--- src/rtl/bit_serial_adder_pkg.sv ---
// Shared types and constants for the bit-serial adder.
// Holds the FSM state encoding and the default operand width.
package bit_serial_adder_pkg;

    localparam int DEF_WIDTH = 8;

    typedef enum logic [1:0] {
        IDLE  = 2'd0,
        SHIFT = 2'd1,
        DONE  = 2'd2
    } state_t;

endpackage

--- src/rtl/bit_serial_adder_full_adder_bit.sv ---
// One-bit full adder built from two half-adder stages and an OR.
// Purely combinational; used as the per-bit cell of the serial adder.
module full_adder_bit (
    input  logic x,
    input  logic y,
    input  logic cin,
    output logic s,
    output logic co
);

    logic w_s1;
    logic w_c1;
    logic w_c2;

    assign w_s1 = x ^ y;
    assign w_c1 = x & y;

    assign s    = w_s1 ^ cin;
    assign w_c2 = w_s1 & cin;

    assign co   = w_c1 | w_c2;

endmodule

--- src/rtl/bit_serial_adder.sv ---
// Bit-serial WIDTH-bit adder, LSB first, one full-adder cell per clock.
// Define BIT_SERIAL_ADDER_SUB_EN to add the 'sub' port (a - b mode).
module bit_serial_adder
    import bit_serial_adder_pkg::*;
#(
    parameter int WIDTH = DEF_WIDTH
) (
    input  logic             clk,
    input  logic             rst,
    input  logic             start,
    input  logic [WIDTH-1:0] a,
    input  logic [WIDTH-1:0] b,
`ifdef BIT_SERIAL_ADDER_SUB_EN
    input  logic             sub,
`endif
    output logic             busy,
    output logic             done,
    output logic [WIDTH-1:0] sum,
    output logic             cout
);

    localparam int CW = $clog2(WIDTH);
    localparam logic [CW-1:0] LAST = CW'(WIDTH - 1);

    state_t           r_state;
    state_t           w_next;
    logic [WIDTH-1:0] r_a;
    logic [WIDTH-1:0] r_b;
    logic [WIDTH-2:0] r_sh;
    logic [WIDTH-1:0] r_sum;
    logic             r_c;
    logic             r_cout;
    logic [CW-1:0]    r_cnt;

    logic             w_accept;
    logic             w_last;
    logic             w_s;
    logic             w_co;
    logic             w_sub;
    logic [WIDTH-1:0] w_acc;

`ifdef BIT_SERIAL_ADDER_SUB_EN
    assign w_sub = sub;
`else
    assign w_sub = 1'b0;
`endif

    assign w_accept = start &&
                      (r_state == IDLE || r_state == DONE);
    assign w_last   = (r_cnt == LAST);

    full_adder_bit u_fa (
        .x   (r_a[0]),
        .y   (r_b[0]),
        .cin (r_c),
        .s   (w_s),
        .co  (w_co)
    );

    // New sum bit enters at the MSB; bit 0 falls out after WIDTH shifts.
    assign w_acc = {w_s, r_sh};

    // State register.
    always_ff @(posedge clk) begin
        if (rst) r_state <= IDLE;
        else     r_state <= w_next;
    end

    // Next-state logic; start is only honoured in IDLE and DONE.
    always_comb begin
        w_next = r_state;
        unique case (r_state)
            IDLE:    if (start) w_next = SHIFT;
            SHIFT:   if (w_last) w_next = DONE;
            DONE:    w_next = start ? SHIFT : IDLE;
            default: w_next = IDLE;
        endcase
    end

    // Operand load, serial datapath and result capture.
    always_ff @(posedge clk) begin
        if (rst) begin
            r_a    <= '0;
            r_b    <= '0;
            r_sh   <= '0;
            r_c    <= 1'b0;
            r_cnt  <= '0;
            r_sum  <= '0;
            r_cout <= 1'b0;
        end else if (w_accept) begin
            r_a   <= a;
            r_b   <= w_sub ? ~b : b;
            r_c   <= w_sub;
            r_cnt <= '0;
        end else if (r_state == SHIFT) begin
            r_a   <= r_a >> 1;
            r_b   <= r_b >> 1;
            r_c   <= w_co;
            r_sh  <= w_acc[WIDTH-1:1];
            r_cnt <= w_last ? '0 : r_cnt + 1'b1;
            if (w_last) begin
                r_sum  <= w_acc;
                r_cout <= w_co;
            end
        end
    end

    assign busy = (r_state == SHIFT);
    assign done = (r_state == DONE);
    assign sum  = r_sum;
    assign cout = r_cout;

endmodule

--- config.mk ---
export PLATFORM = sky130hd
export DESIGN_NAME = bit_serial_adder
export DESIGN_NICKNAME = d
export VERILOG_FILES = /design/src/rtl/bit_serial_adder_pkg.sv /design/src/rtl/bit_serial_adder_full_adder_bit.sv /design/src/rtl/bit_serial_adder.sv
export SDC_FILE = /design/constraint.sdc
export NUM_CORES = 1
export LEC_CHECK = 0
export BUFFER_PORTS_ARGS = -buffer_cell sky130_fd_sc_hd__buf_2
export CAP_MARGIN = 20
export CELL_PAD_IN_SITES_DETAIL_PLACEMENT = 1
export CELL_PAD_IN_SITES_GLOBAL_PLACEMENT = 1
export CORE_AREA = 2 2 88 56
export CTS_CLUSTER_SIZE = 30
export DETAILED_ROUTE_END_ITERATION = 16
export DIE_AREA = 0 0 90 58
export GPL_ROUTABILITY_DRIVEN = 0
export PLACE_DENSITY = 0.79
export RECOVER_POWER = 50
export SLEW_MARGIN = 5
export SYNTH_ARGS = -nofsm -noshare
export SYNTH_HDL_FRONTEND = slang
export SYNTH_HIERARCHICAL = 1
export SYNTH_SLANG_ARGS = --single-unit
--- constraint.sdc ---
create_clock -name clk -period 1.3 [get_ports clk]
set_input_delay 0.39 -clock clk [delete_from_list [all_inputs] [get_ports clk]]
set_output_delay 0.39 -clock clk [all_outputs]
set_load 0.02 [all_outputs]
==> run summary <==
Status = finished with violations
Failing checks = negative setup slack
Power per cell area = 1170 nW/µm²
Startpoint Class = flop
Layout cell share with drive strength beyond 1 = 0.336
Crit. End Element = primary output
Final setup viols = 10
Final instance area = 2060 µm²
Multi-input combinational cell area = 729 µm²
Area grow syn2layout = 37.9%
Fin util = 0.466
R2R Path Start = r_cnt[0]$_SDFFE_PP0N_
Clk_lat worst skew = 0.29 ns
LEAKAGE = 0.801 nW
Pins Over Slew Limit = 0
CP top delay family = flip-flops
Chip Width = 90 µm
Post-Route WL = 4100 µm
Total Routing Usage GR = 0.163
Worst slew pin tran = 0.277 ns
GRT met3 Usage = 0.0403
CTS tree = done
Synthesized area = 1500 µm²
Number of max-cap violations = 0
Final hold slack = 0.349 ns
Vias in the first global route = 1389
Die Y = 58 µm
Most frequent cells in the layout = 35 x nand2_1, 34 x dfxtp_1, 19 x buf_2, 18 x nor3_1, 16 x a21oi_1
Setup ws final = -0.0825 ns
Die area = 5220 µm²
Fmax = 0.723 GHz
Cell Area, Placed = 1770 µm²
First-pass GRT wire length = 6740 µm
Starting density of the core = 0.338
Synth cell types = 25
Pwr Total = 2.42 mW
DRC = 0
Worst r2r dst = r_cnt[0]$_SDFFE_PP0N_
Antenna violations before repair = 0
Antenna diode count = 0
Core area = 4420 µm²
Synthesized area per cell = 8.54 µm²
Max IR drop VDD = 0.639 mV
Row count = 19
Final HPWL DP = 2430 µm
Worst-path clk slew = 0.07 ns
CTS Buf Count = 5
Number of fill cells = 539
DR iter-0 viols = 41
DR WL/cell = 14.6 µm
Syn. warnings = 6
GR met2 Demand/Resource = 0.261
CTS HTree Levels = 2
Critical Path RT = 0.91 ns
Final ANT Viol Nets = 0
Yosys top cell area share = 0.509
Worst rel slew slack = 0.813
Hold-fix buffers, CTS = 0
Setup CP Type = flop to primary output
CP arrival = 0.99 ns
Largest net degree at the start of global routing = 39
CP most frequent cell = buf_6
GRT overflow = 0
Via-to-Cell Ratio = 4.97
Crit-path cells = buf_6 > nor2b_4 > buf_6
Clk sinks = 38
Post-synth top area cell = dfxtp_1
Largest stage delay on the critical path = 0.35 ns
R2R depth = 4
Syn Nets = 197
Clock Path Buffers = 2
Worst Path Max Fanout = 2
Final Hold Viols = 0
Nets = 240
Worst Setup SP = r_state[1]$_SDFFE_PP0P_
Commonest non-fill, non-tap cell in the layout = nand2_1
RSZ-0062 raised after global routing = yes
GRT busiest layer = met2
Clock skew after layout = 0.00584 ns
Crit path capture = done
IO buf count = 29
HP Class = primary input to flop
Slowest CP cell = dfxtp_2
Reg2Reg Setup Slack = -0.04 ns
CP bufs+invs = 2
Setup slack at placement = -0.0587 ns
TritonRoute pass-1 iters = 4
Synth area leaders = dfxtp_1 51%, nand2_1 8.8%, a21oi_1 6.7%, nor3_1 6.0%, nand3_1 4.0%
CP Depth = 3
Post-synthesis sequential area ratio = 0.509
DR vias = 1391
Root buffer cell = clkbuf_8
IO Count = 30
Yosys reg bits = 38
Register area = 768 µm²
Met1 Track Usage GR = 0.220
Post-Syn Instances = 175
Tcrit/Tclk final = 1.06
Minimum clock period after layout = 1.38 ns
[stage by stage]
step	cells	setup TNS (ns)
floorplan	175	0
global placement	264	-0.00594
detailed placement	264	-0.0587
CTS	275	-0.113
global route	280	-0.865
finish	280	-0.250
[report_power, final]
| group | leakage (nW) | internal [mW] | total, mW | switching [mW] |
|---|---|---|---|---|
| combinational | 0.446 | 0.175 | 0.358 | 0.183 |
| clock | 0.0431 | 0.409 | 0.813 | 0.404 |
| sequential | 0.312 | 1.22 | 1.25 | 0.0331 |
[cell type report]
type	count	area share
Timing Repair Buffer	51	0.192
Inverter	1	0.00303
Clock buffer	6	0.0400
Tap cell	63	0.0382
Multi-Input combinational cell	121	0.354
Sequential cell	38	0.373
[worst min-delay path, stage by stage]
cell,delay [ns]
buf_2,0.10
nand2_1,0.05
a21oi_1,0.05
[layer usage]
| layer | part of all wire | vias up |
|---|---|---|
| met3 | 0.044 | 5 |
| met5 | 0 | - |
| li1 | - | 692 |
| met2 | 0.45 | 29 |
| met4 | 0.013 | 0 |
| met1 | 0.49 | 665 |
[cell usage after synthesis]
cell type,instances
a311oi_1,5
a211oi_2,1
dfxtp_1,38
a22oi_1,2
nor2_1,7
buf_6,1
buf_2,7
nand2b_1,2
mux2i_1,3
a21oi_1,20
nand3_1,12
buf_1,1
clkbuf_1,5
nand3b_1,1
buf_4,1
fa_1,1
nor4bb_1,1
o22ai_1,7
nor2b_1,2
inv_1,1
ha_1,2
nand2_1,35
o21a_1,1
nor3_1,18
or3_1,1
[state kept, by name, summed over array words and instances (netlist names)]
register  cells
cout          1
r_a           8
r_b           8
r_cnt         3
r_state       2
sum           8
r_c           1
r_sh          7
[kinds of logic (layout without fill, tap and decap cells)]
family,Yosys count,count (layout),synth area share
DFF,38,38,0.509
muxes,3,3,0.0201
and+or+nand+nor,79,79,0.239
adders and majority gates,3,3,0.0301
buffers and inverters,16,58,0.0536
AOI/OAI and AO/OA,36,36,0.149
[what timing repair did]
action | in CTS | in global routing
setup endpoints to repair | 3 | 26
setup buffers | 5 | 3
gates resized for setup | 14 | 17
gates cloned | 0 | 2
pin swaps | 2 | 4
[worst min-delay path by stage]
stage	startpoint	to	slack [ns]	depth (start not counted)
detailed placement	sum[0]$_SDFFE_PP0P_	sum[0]$_SDFFE_PP0P_	0.45	2
CTS	a[7]	r_a[7]$_SDFFE_PP0P_	0.34	3
floorplan	r_sh[0]$_SDFFE_PP0P_	r_sh[0]$_SDFFE_PP0P_	0.44	2
finish	a[7]	r_a[7]$_SDFFE_PP0P_	0.35	3
global placement	sum[1]$_SDFFE_PP0P_	sum[1]$_SDFFE_PP0P_	0.44	2
global route	a[7]	r_a[7]$_SDFFE_PP0P_	0.38	3
(Power assumes the default switching activity.)
